$ cat config.mk
export PLATFORM = sky130hd
export DESIGN_NAME = digit_sequencer_flat
export DESIGN_NICKNAME = d
export VERILOG_FILES = /design/src/rtl/digit_sequencer_if.sv /design/src/rtl/digit_sequencer.sv /design/src/flat_wrapper.sv
export SDC_FILE = /design/constraint.sdc
export NUM_CORES = 1
export LEC_CHECK = 0
export CORE_ASPECT_RATIO = 0.5
export CORE_UTILIZATION = 25
export DETAILED_ROUTE_END_ITERATION = 8
export PLACE_DENSITY = 0.51
export SLEW_MARGIN = 20
export SYNTH_ARGS = -nofsm -noshare
export SYNTH_HDL_FRONTEND = slang
export SYNTH_SLANG_ARGS = --single-unit
export TNS_END_PERCENT = 20
$ cat constraint.sdc
create_clock -name i_clk -period 1.8 [get_ports i_clk]
set_input_delay 0.18 -clock i_clk [delete_from_list [all_inputs] [get_ports i_clk]]
set_output_delay 0.18 -clock i_clk [all_outputs]
set_load 0.03 [all_outputs]
$ cat src/rtl/digit_sequencer_if.sv
// Load handshake between a value producer and digit_sequencer.
// A transfer happens on any clock edge where i_load_valid and o_load_ready are both 1.
interface digit_sequencer_if;
  logic        i_load_valid;
  logic [15:0] i_load_value;
  logic        o_load_ready;

  modport master (
    output i_load_valid,
    output i_load_value,
    input  o_load_ready
  );

  modport slave (
    input  i_load_valid,
    input  i_load_value,
    output o_load_ready
  );
endinterface

$ cat src/rtl/digit_sequencer.sv
// Four-digit BCD frame-tick counter with a frame-synchronised load and a registered glyph-digit mux.
// Optional feature: define DIGIT_SEQ_LEADING_BLANK_EN to blank leading zeros on slots 0..2.
module digit_sequencer #(
  parameter int unsigned FRAMES_PER_TICK = 60,
  parameter int unsigned FRAME_LINE      = 480
) (
  input  logic                     i_clk,
  input  logic                     i_rst,
  input  logic [9:0]               i_hpos,
  input  logic [9:0]               i_vpos,
  input  logic                     i_run,
  input  logic                     i_clear,
  digit_sequencer_if.slave         load,
  output logic [3:0]               o_digit,
  output logic [15:0]              o_value,
  output logic                     o_wrap
);

  typedef enum logic [1:0] {
    IDLE,
    RUN,
    LOAD_WAIT
  } state_t;

  localparam logic [7:0] TICK_LAST   = 8'(FRAMES_PER_TICK - 1);
  localparam logic [9:0] FRAME_VLINE = 10'(FRAME_LINE);
  localparam logic [3:0] BLANK       = 4'hF;

  state_t      state;
  logic [15:0] shadow;
  logic [7:0]  frame_cnt;
  logic        load_ready;
  logic        frame_pulse;
  logic        load_fire;
  logic [3:0]  slot;
  logic [3:0]  digit_next;

  function automatic logic [15:0] clamp_bcd(input logic [15:0] v);
    logic [15:0] r;
    r = v;
    for (int i = 0; i < 4; i++) begin
      if (v[i*4 +: 4] > 4'd9) r[i*4 +: 4] = 4'd9;
    end
    return r;
  endfunction

  // Returns {carry_out, sum}; carry_out is set only when 9999 rolls to 0000.
  function automatic logic [16:0] bcd_inc(input logic [15:0] v);
    logic [15:0] r;
    logic        carry;
    r     = v;
    carry = 1'b1;
    for (int i = 0; i < 4; i++) begin
      if (carry) begin
        if (v[i*4 +: 4] == 4'd9) begin
          r[i*4 +: 4] = 4'd0;
        end else begin
          r[i*4 +: 4] = v[i*4 +: 4] + 4'd1;
          carry       = 1'b0;
        end
      end
    end
    return {carry, r};
  endfunction

  assign frame_pulse       = (i_vpos == FRAME_VLINE) && (i_hpos == 10'd0);
  assign load_fire         = load.i_load_valid && load_ready;
  assign load.o_load_ready = load_ready;

  // Priority: clear, then pending-load apply, then load acceptance / counting.
  // NOTE: every register here is updated with <= so all branches read the pre-edge state.
  always_ff @(posedge i_clk or posedge i_rst) begin
    if (i_rst) begin
      state      <= IDLE;
      o_value    <= 16'h0000;
      shadow     <= 16'h0000;
      frame_cnt  <= 8'd0;
      o_wrap     <= 1'b0;
      load_ready <= 1'b1;
    end else begin
      o_wrap <= 1'b0;
      if (i_clear) begin
        o_value    <= 16'h0000;
        frame_cnt  <= 8'd0;
        state      <= i_run ? RUN : IDLE;
        load_ready <= 1'b1;
      end else if (state == LOAD_WAIT) begin
        // Acceptance always moved us here on an earlier edge, so this pulse is strictly later.
        if (frame_pulse) begin
          o_value    <= shadow;
          frame_cnt  <= 8'd0;
          state      <= i_run ? RUN : IDLE;
          load_ready <= 1'b1;
        end
      end else begin
        if (load_fire) begin
          shadow     <= clamp_bcd(load.i_load_value);
          state      <= LOAD_WAIT;
          load_ready <= 1'b0;
        end else begin
          state <= i_run ? RUN : IDLE;
        end
        if (state == RUN && frame_pulse) begin
          if (frame_cnt == TICK_LAST) begin
            frame_cnt         <= 8'd0;
            {o_wrap, o_value} <= bcd_inc(o_value);
          end else begin
            frame_cnt <= frame_cnt + 8'd1;
          end
        end
      end
    end
  end

  assign slot = i_hpos[7:4];

  // NOTE: digit_next gets a default before the case so no latch is inferred.
  always_comb begin
    digit_next = BLANK;
    case (slot)
      4'd0:    digit_next = o_value[15:12];
      4'd1:    digit_next = o_value[11:8];
      4'd2:    digit_next = o_value[7:4];
      4'd3:    digit_next = o_value[3:0];
      default: digit_next = BLANK;
    endcase
`ifdef DIGIT_SEQ_LEADING_BLANK_EN
    if ((slot == 4'd0) && (o_value[15:12] == 4'd0)) digit_next = BLANK;
    if ((slot == 4'd1) && (o_value[15:8]  == 8'd0)) digit_next = BLANK;
    if ((slot == 4'd2) && (o_value[15:4]  == 12'd0)) digit_next = BLANK;
`endif
  end

  always_ff @(posedge i_clk or posedge i_rst) begin
    if (i_rst) begin
      o_digit <= BLANK;
    end else begin
      o_digit <= digit_next;
    end
  end

endmodule

$ cat src/flat_wrapper.sv
// flat-port wrapper written by rule: the top's interface ports become plain ports
module digit_sequencer_flat 
#(
  parameter int unsigned FRAMES_PER_TICK = 60,
  parameter int unsigned FRAME_LINE      = 480
)
  (i_clk, i_rst, i_hpos, i_vpos, i_run, i_clear, o_digit, o_value, o_wrap, load_i_load_valid, load_i_load_value, load_o_load_ready);
  digit_sequencer_if load_i ();
  input  logic i_clk;
  input  logic i_rst;
  input  logic [9:0] i_hpos;
  input  logic [9:0] i_vpos;
  input  logic i_run;
  input  logic i_clear;
  output logic [3:0] o_digit;
  output logic [15:0] o_value;
  output logic o_wrap;
  input wire logic [$bits(load_i.i_load_valid)-1:0] load_i_load_valid;
  input wire logic [$bits(load_i.i_load_value)-1:0] load_i_load_value;
  output wire logic [$bits(load_i.o_load_ready)-1:0] load_o_load_ready;
  assign load_i.i_load_valid = load_i_load_valid;
  assign load_i.i_load_value = load_i_load_value;
  assign load_o_load_ready = load_i.o_load_ready;
  digit_sequencer #(.FRAMES_PER_TICK(FRAMES_PER_TICK), .FRAME_LINE(FRAME_LINE)) u_core (.i_clk(i_clk), .i_rst(i_rst), .i_hpos(i_hpos), .i_vpos(i_vpos), .i_run(i_run), .i_clear(i_clear), .load(load_i), .o_digit(o_digit), .o_value(o_value), .o_wrap(o_wrap));
endmodule
# == Yosys cells after proc, flatten, opt, wreduce, memory -nomap -nowiden ==
# Index checks and enable logic that the tools add are counted.
# word_totals
ff_bits,48
input_bits,41
# classes
n_reduce_logical,18
n_bitwise,2
add_sub_neg,5
mux,54
magnitude_cmp,4
n_eq_ne,12
# op_table
operator,count
$mux W16,5
$mux W4,11
$mux W8,5
$mux W1,28
$reduce_bool A3 Y1,6
$add A4 B1 Y4 const B,4
$eq A4 B4 Y1 const B,4
$gt A4 B4 Y1 const B,4
$pmux W4 S4,1
$reduce_and A4 Y1,3
$eq A10 B9 Y1 const B,1
$logic_not A10 Y1,1
$add A8 B1 Y8 const B,1
$eq A4 B2 Y1 const B,2
$eq A8 B6 Y1 const B,1
$mux W2,4
$reduce_and A3 Y1,2
$eq A4 B1 Y1 const B,1
$logic_not A4 Y1,1
$reduce_and A2 Y1,2
$logic_and A1 B1 Y1,3
$ne A3 B2 Y1 const B,1
$eq A2 B1 Y1 const B,1
$eq A2 B2 Y1 const B,1
$not A1 Y1,2

# == Longest topological paths before layout ==
# depth
word_depth,21
mapped_depth,7

# == Least setup slack after synthesis ==
# No wires, ideal clock.
# synth_timing
path_type,register -> register
from,register u_core.o_value[4]
to,register u_core.o_value[15]
slack_ns,-0.223
path_buffers,1
path_stages_with_launch,7
required_ns,1.675
t_arrival_ns,1.898
path_cell_list,dfrtp_1 > buf_2 > inv_1 > nor4b_2 > and3_1 > o21a_1 > mux2_2
# synth_between
elab_chain_cells,14
# synth_rtl
item,line_no,text
from (decl),digit_sequencer.sv:15,"output logic [15:0] o_value,"
from (signal assigned),digit_sequencer.sv:90,o_value <= shadow;
from (signal assigned),digit_sequencer.sv:106,"{o_wrap, o_value} <= bcd_inc(o_value);"
$eq A4 B4 Y1,digit_sequencer.sv:55,if (v[i*4 +: 4] == 4'd9) begin
$mux W1,digit_sequencer.sv:55,
$mux W1,digit_sequencer.sv:54,if (carry) begin
$mux W1,digit_sequencer.sv:104,if (frame_cnt == TICK_LAST) begin
$mux W1,digit_sequencer.sv:103,if (state == RUN && frame_pulse) begin
$mux W1,digit_sequencer.sv:87,end else if (state == LOAD_WAIT) begin
$mux W1,digit_sequencer.sv:82,if (i_clear) begin
$mux W1,digit_sequencer.sv:54,
$mux W1,digit_sequencer.sv:104,
$mux W1,digit_sequencer.sv:103,
$mux W1,digit_sequencer.sv:87,
$mux W1,digit_sequencer.sv:82,
$reduce_bool A3 Y1 (no source line),n/a,
$reduce_and A4 Y1 (no source line),n/a,
# No other way between the ends. The select of a mux whose other input is x is not followed.
# A chain may end at the register's enable or synchronous reset.

# == Worst setup path in the final report ==
# layout_timing
from,register u_core.state[1]
to,register u_core.o_value[11]
# layout_between
elab_chain_cells,4
elab_cells_between_ends,10
# layout_rtl
item,line_no,text
from (decl),digit_sequencer.sv:29,state_t state;
from (signal assigned),digit_sequencer.sv:85,state <= i_run ? RUN : IDLE;
from (signal assigned),digit_sequencer.sv:92,state <= i_run ? RUN : IDLE;
from (signal assigned),digit_sequencer.sv:101,state <= i_run ? RUN : IDLE;
$eq A2 B1 Y1,digit_sequencer.sv:103,
$logic_and A1 B1 Y1,digit_sequencer.sv:103,
$reduce_bool A3 Y1 (no source line),n/a,
$reduce_and A4 Y1 (no source line),n/a,
# Several ways; a longest one is shown, not always the timed one.

==> qor.csv <==
metric,value,unit
required,1.98,ns
cts_buffers,5,
clockBufferDepth,2,
fillCellCount,1117,
final_util,0.3989,
antenna_left,0,
fin_crit_sh,1.031,
critPathKind,flip-flop to flip-flop,
clock_skew,0.01375,ns
cp.arrival,2.03,ns
die_height,77.37,um
syn_inst,307,
yosys-top-cells-area,"dfrtp_1, nand2_1, dfstp_2, o21ai_0, nor2_1",
syn_nets,349,
vias,2722,
start_util,0.2579,
postCtsHoldBufs,0,
p_per_area,666.1,nW/um^2
grt_pass1_wl,14410,um
cts_tree,done,
synth_cell_types,53,
final_nets,465,
grt_pass1_vias,2758,
p_clk_frac,0.380,
root_buffer,clkbuf_16,
wl_per_cell,15.09,um
hold_class,primary input to asynchronous set/reset pin,
ys_ff_latch,48,
multiInputGateArea,1632,um^2
dieWidth,152.7,um
final-hold-violation-count,0,
drc_errors,6,
synth_edf_count,0,
gp_congestion,0.8174,
violations,"design-rule violations, negative setup slack",
start_kind,flip-flop,
yosysWarnings,0,
overflow,0,
cap_violations,0,
first_iter_violations,184,
relSlewSlack,0.6942,
p_seq_frac,0.429,
ir_drop,0.3287,mV
swShare,0.2607,
outcome,finished with violations,
grt_max_degree,23,
cp_max_fo,5,
ys_seq_area_frac,0.4251,
layout_setup_ws,-0.05652,ns
setup_viol,8,
p_leak,1.773,nW
core-area,11010,um^2
fin_crit,1.857,ns
syn_area_per_cell,9.252,um^2
dr.pass1.iters,6,
stdcell_count,569,
antenna_found_initial,0,
rows,27,
track_usage,0.1549,
drv_slew,0,
max_freq,538.6,MHz
pre_cts_ws,-0.4634,ns
synth_top_area_frac,0.3789,
endpoint_kind,flip-flop,
hold_ws,0.2150,ns
power.internal,0.002163,W
netlist_area,2840,um^2
drive_gt1_frac,0.2854,
p_comb_frac,0.192,
worstMarginPinSlew,0.4580,ns
area_growth,54.67,%
ys.flop_type,dfrtp_1,
ioPinCount,63,
synth_top_cell_by_area,dfrtp_1,
clkSlewWorstSetupHoldPaths,0.07,ns
rsz0062_at_grt,yes,
final_cell_mix,"clkdlybuf4s50_1, buf_4, nand2_1, dfrtp_1, nor2_1",
portBuffers,62,
hpwl,6603,um
place_inst,556,
clock-sinks,48,
avgViaCountPerCell,4.784,
p_sw,0.0007628,W
regArea,1216,um^2
diodes,0,
clkLatencyLatePin,0.30,ns
totalWireLength,8587,um
async_flop_share,1.000,
cts_max_level,2,
dieArea,11820,um^2
==> critical path: stages (launching register included) <==
cell	delay (ns)
dfrtp_1	0.41
and2b_4	0.31
nor4b_4	0.28
buf_4	0.19
a21oi_4	0.05
o21a_4	0.22
mux2_4	0.29
==> cell families after synthesis <==
| logic type | synth area share |
|---|---|
| AO/OA/AOI/OAI | 0.1670 |
| XOR/XNOR | 0.01850 |
| adder cells (fa/ha/maj) | 0.004405 |
| buffers and inverters | 0.04582 |
| flip-flops | 0.4251 |
| multiplexers | 0.09075 |
| AND/OR/NAND/NOR | 0.2485 |
==> routing by layer <==
layer,share of wire,vias to the layer above,track usage
met5,0,-,0
met4,0.0095,0,0.03636
met3,0.046,8,0.02961
met2,0.42,56,0.2372
met1,0.52,1312,0.2242
li1,-,1346,-
==> layout make-up <==
| type | instances | area share |
|---|---|---|
| repair buffers | 125 | 0.2589 |
| well taps | 145 | 0.04130 |
| clock buffers | 6 | 0.03161 |
| clock inverters | 2 | 0.008829 |
| multi-input cells | 230 | 0.3714 |
| flip-flops and latches | 48 | 0.2768 |
| inverters | 13 | 0.01111 |
==> power by group through the flow <==
stage	Sequential (W)	Combinational (W)	Clock, W
2_1_floorplan	0.00129	0.000231	0
3_3_place_gp	0.00127	0.000551	0
3_5_place_dp	0.00127	0.000554	0
4_1_cts	0.00125	0.000558	0.00114
5_1_grt	0.00127	0.000620	0.00118
6_report	0.00125	0.000561	0.00111
==> state kept, by name, summed over array words and instances (netlist names) <==
signal,count
u_core.frame_cnt,8
u_core.o_wrap,1
u_core.state,2
u_core.load.o_load_ready,1
u_core.o_digit,4
u_core.o_value,16
u_core.shadow,16
==> per-stage QoR <==
step           total power [W]  instance area [um^2]  TNS, ns
2_1_floorplan         0.001525                  2889  -0.1470
3_3_place_gp          0.001822                  4070   -10.23
3_5_place_dp          0.001826                  4070   -9.420
4_1_cts               0.002947                  4314  -0.2500
5_1_grt               0.003064                  4393   -2.007
6_report              0.002926                  4393  -0.1968
==> path summary, 6_finish.rpt <==
kind                                                  end  cells after the start  slack [ns]                          start
max                        u_core.o_value[11]$_DFFE_PP0P_                      6       -0.06    u_core.state[1]$_DFFE_PP0P_
min                         u_core.o_value[4]$_DFFE_PP0P_                      2        0.22                          i_rst
max reg2reg                u_core.o_value[11]$_DFFE_PP0P_                      6       -0.06    u_core.state[1]$_DFFE_PP0P_
min reg2reg                 u_core.shadow[10]$_DFFE_PP0P_                      2        0.48  u_core.shadow[10]$_DFFE_PP0P_
max in group asynchronous   u_core.o_value[3]$_DFFE_PP0P_                      3        1.07                          i_rst
min in group i_clk            u_core.state[0]$_DFFE_PP0P_                      3        0.43                          i_run
==> synthesized netlist by cell type, types with 3 or more instances <==
cell type,count
nand2b_1,15
a311oi_1,3
nand2_1,37
nand3_1,5
dfrtp_1,43
mux2_2,9
clkbuf_1,7
mux2i_1,4
mux4_1,4
inv_1,13
dfstp_2,5
xnor2_1,6
nor4b_1,3
o21ai_0,25
o32ai_1,5
buf_2,5
a211o_1,3
nor4_1,3
o211ai_1,3
nor2_1,31
a21oi_1,14
nor2b_1,4
nor3_1,13
o21a_1,6
nand4_1,4
==> repair_timing <==
action                     4_1_cts  5_1_grt
cloned                           0        0
buffers inserted                 4        1
pin swaps                        9        9
setup endpoints to repair       21       24
resized for setup               12       18
(Power assumes the default switching activity.)
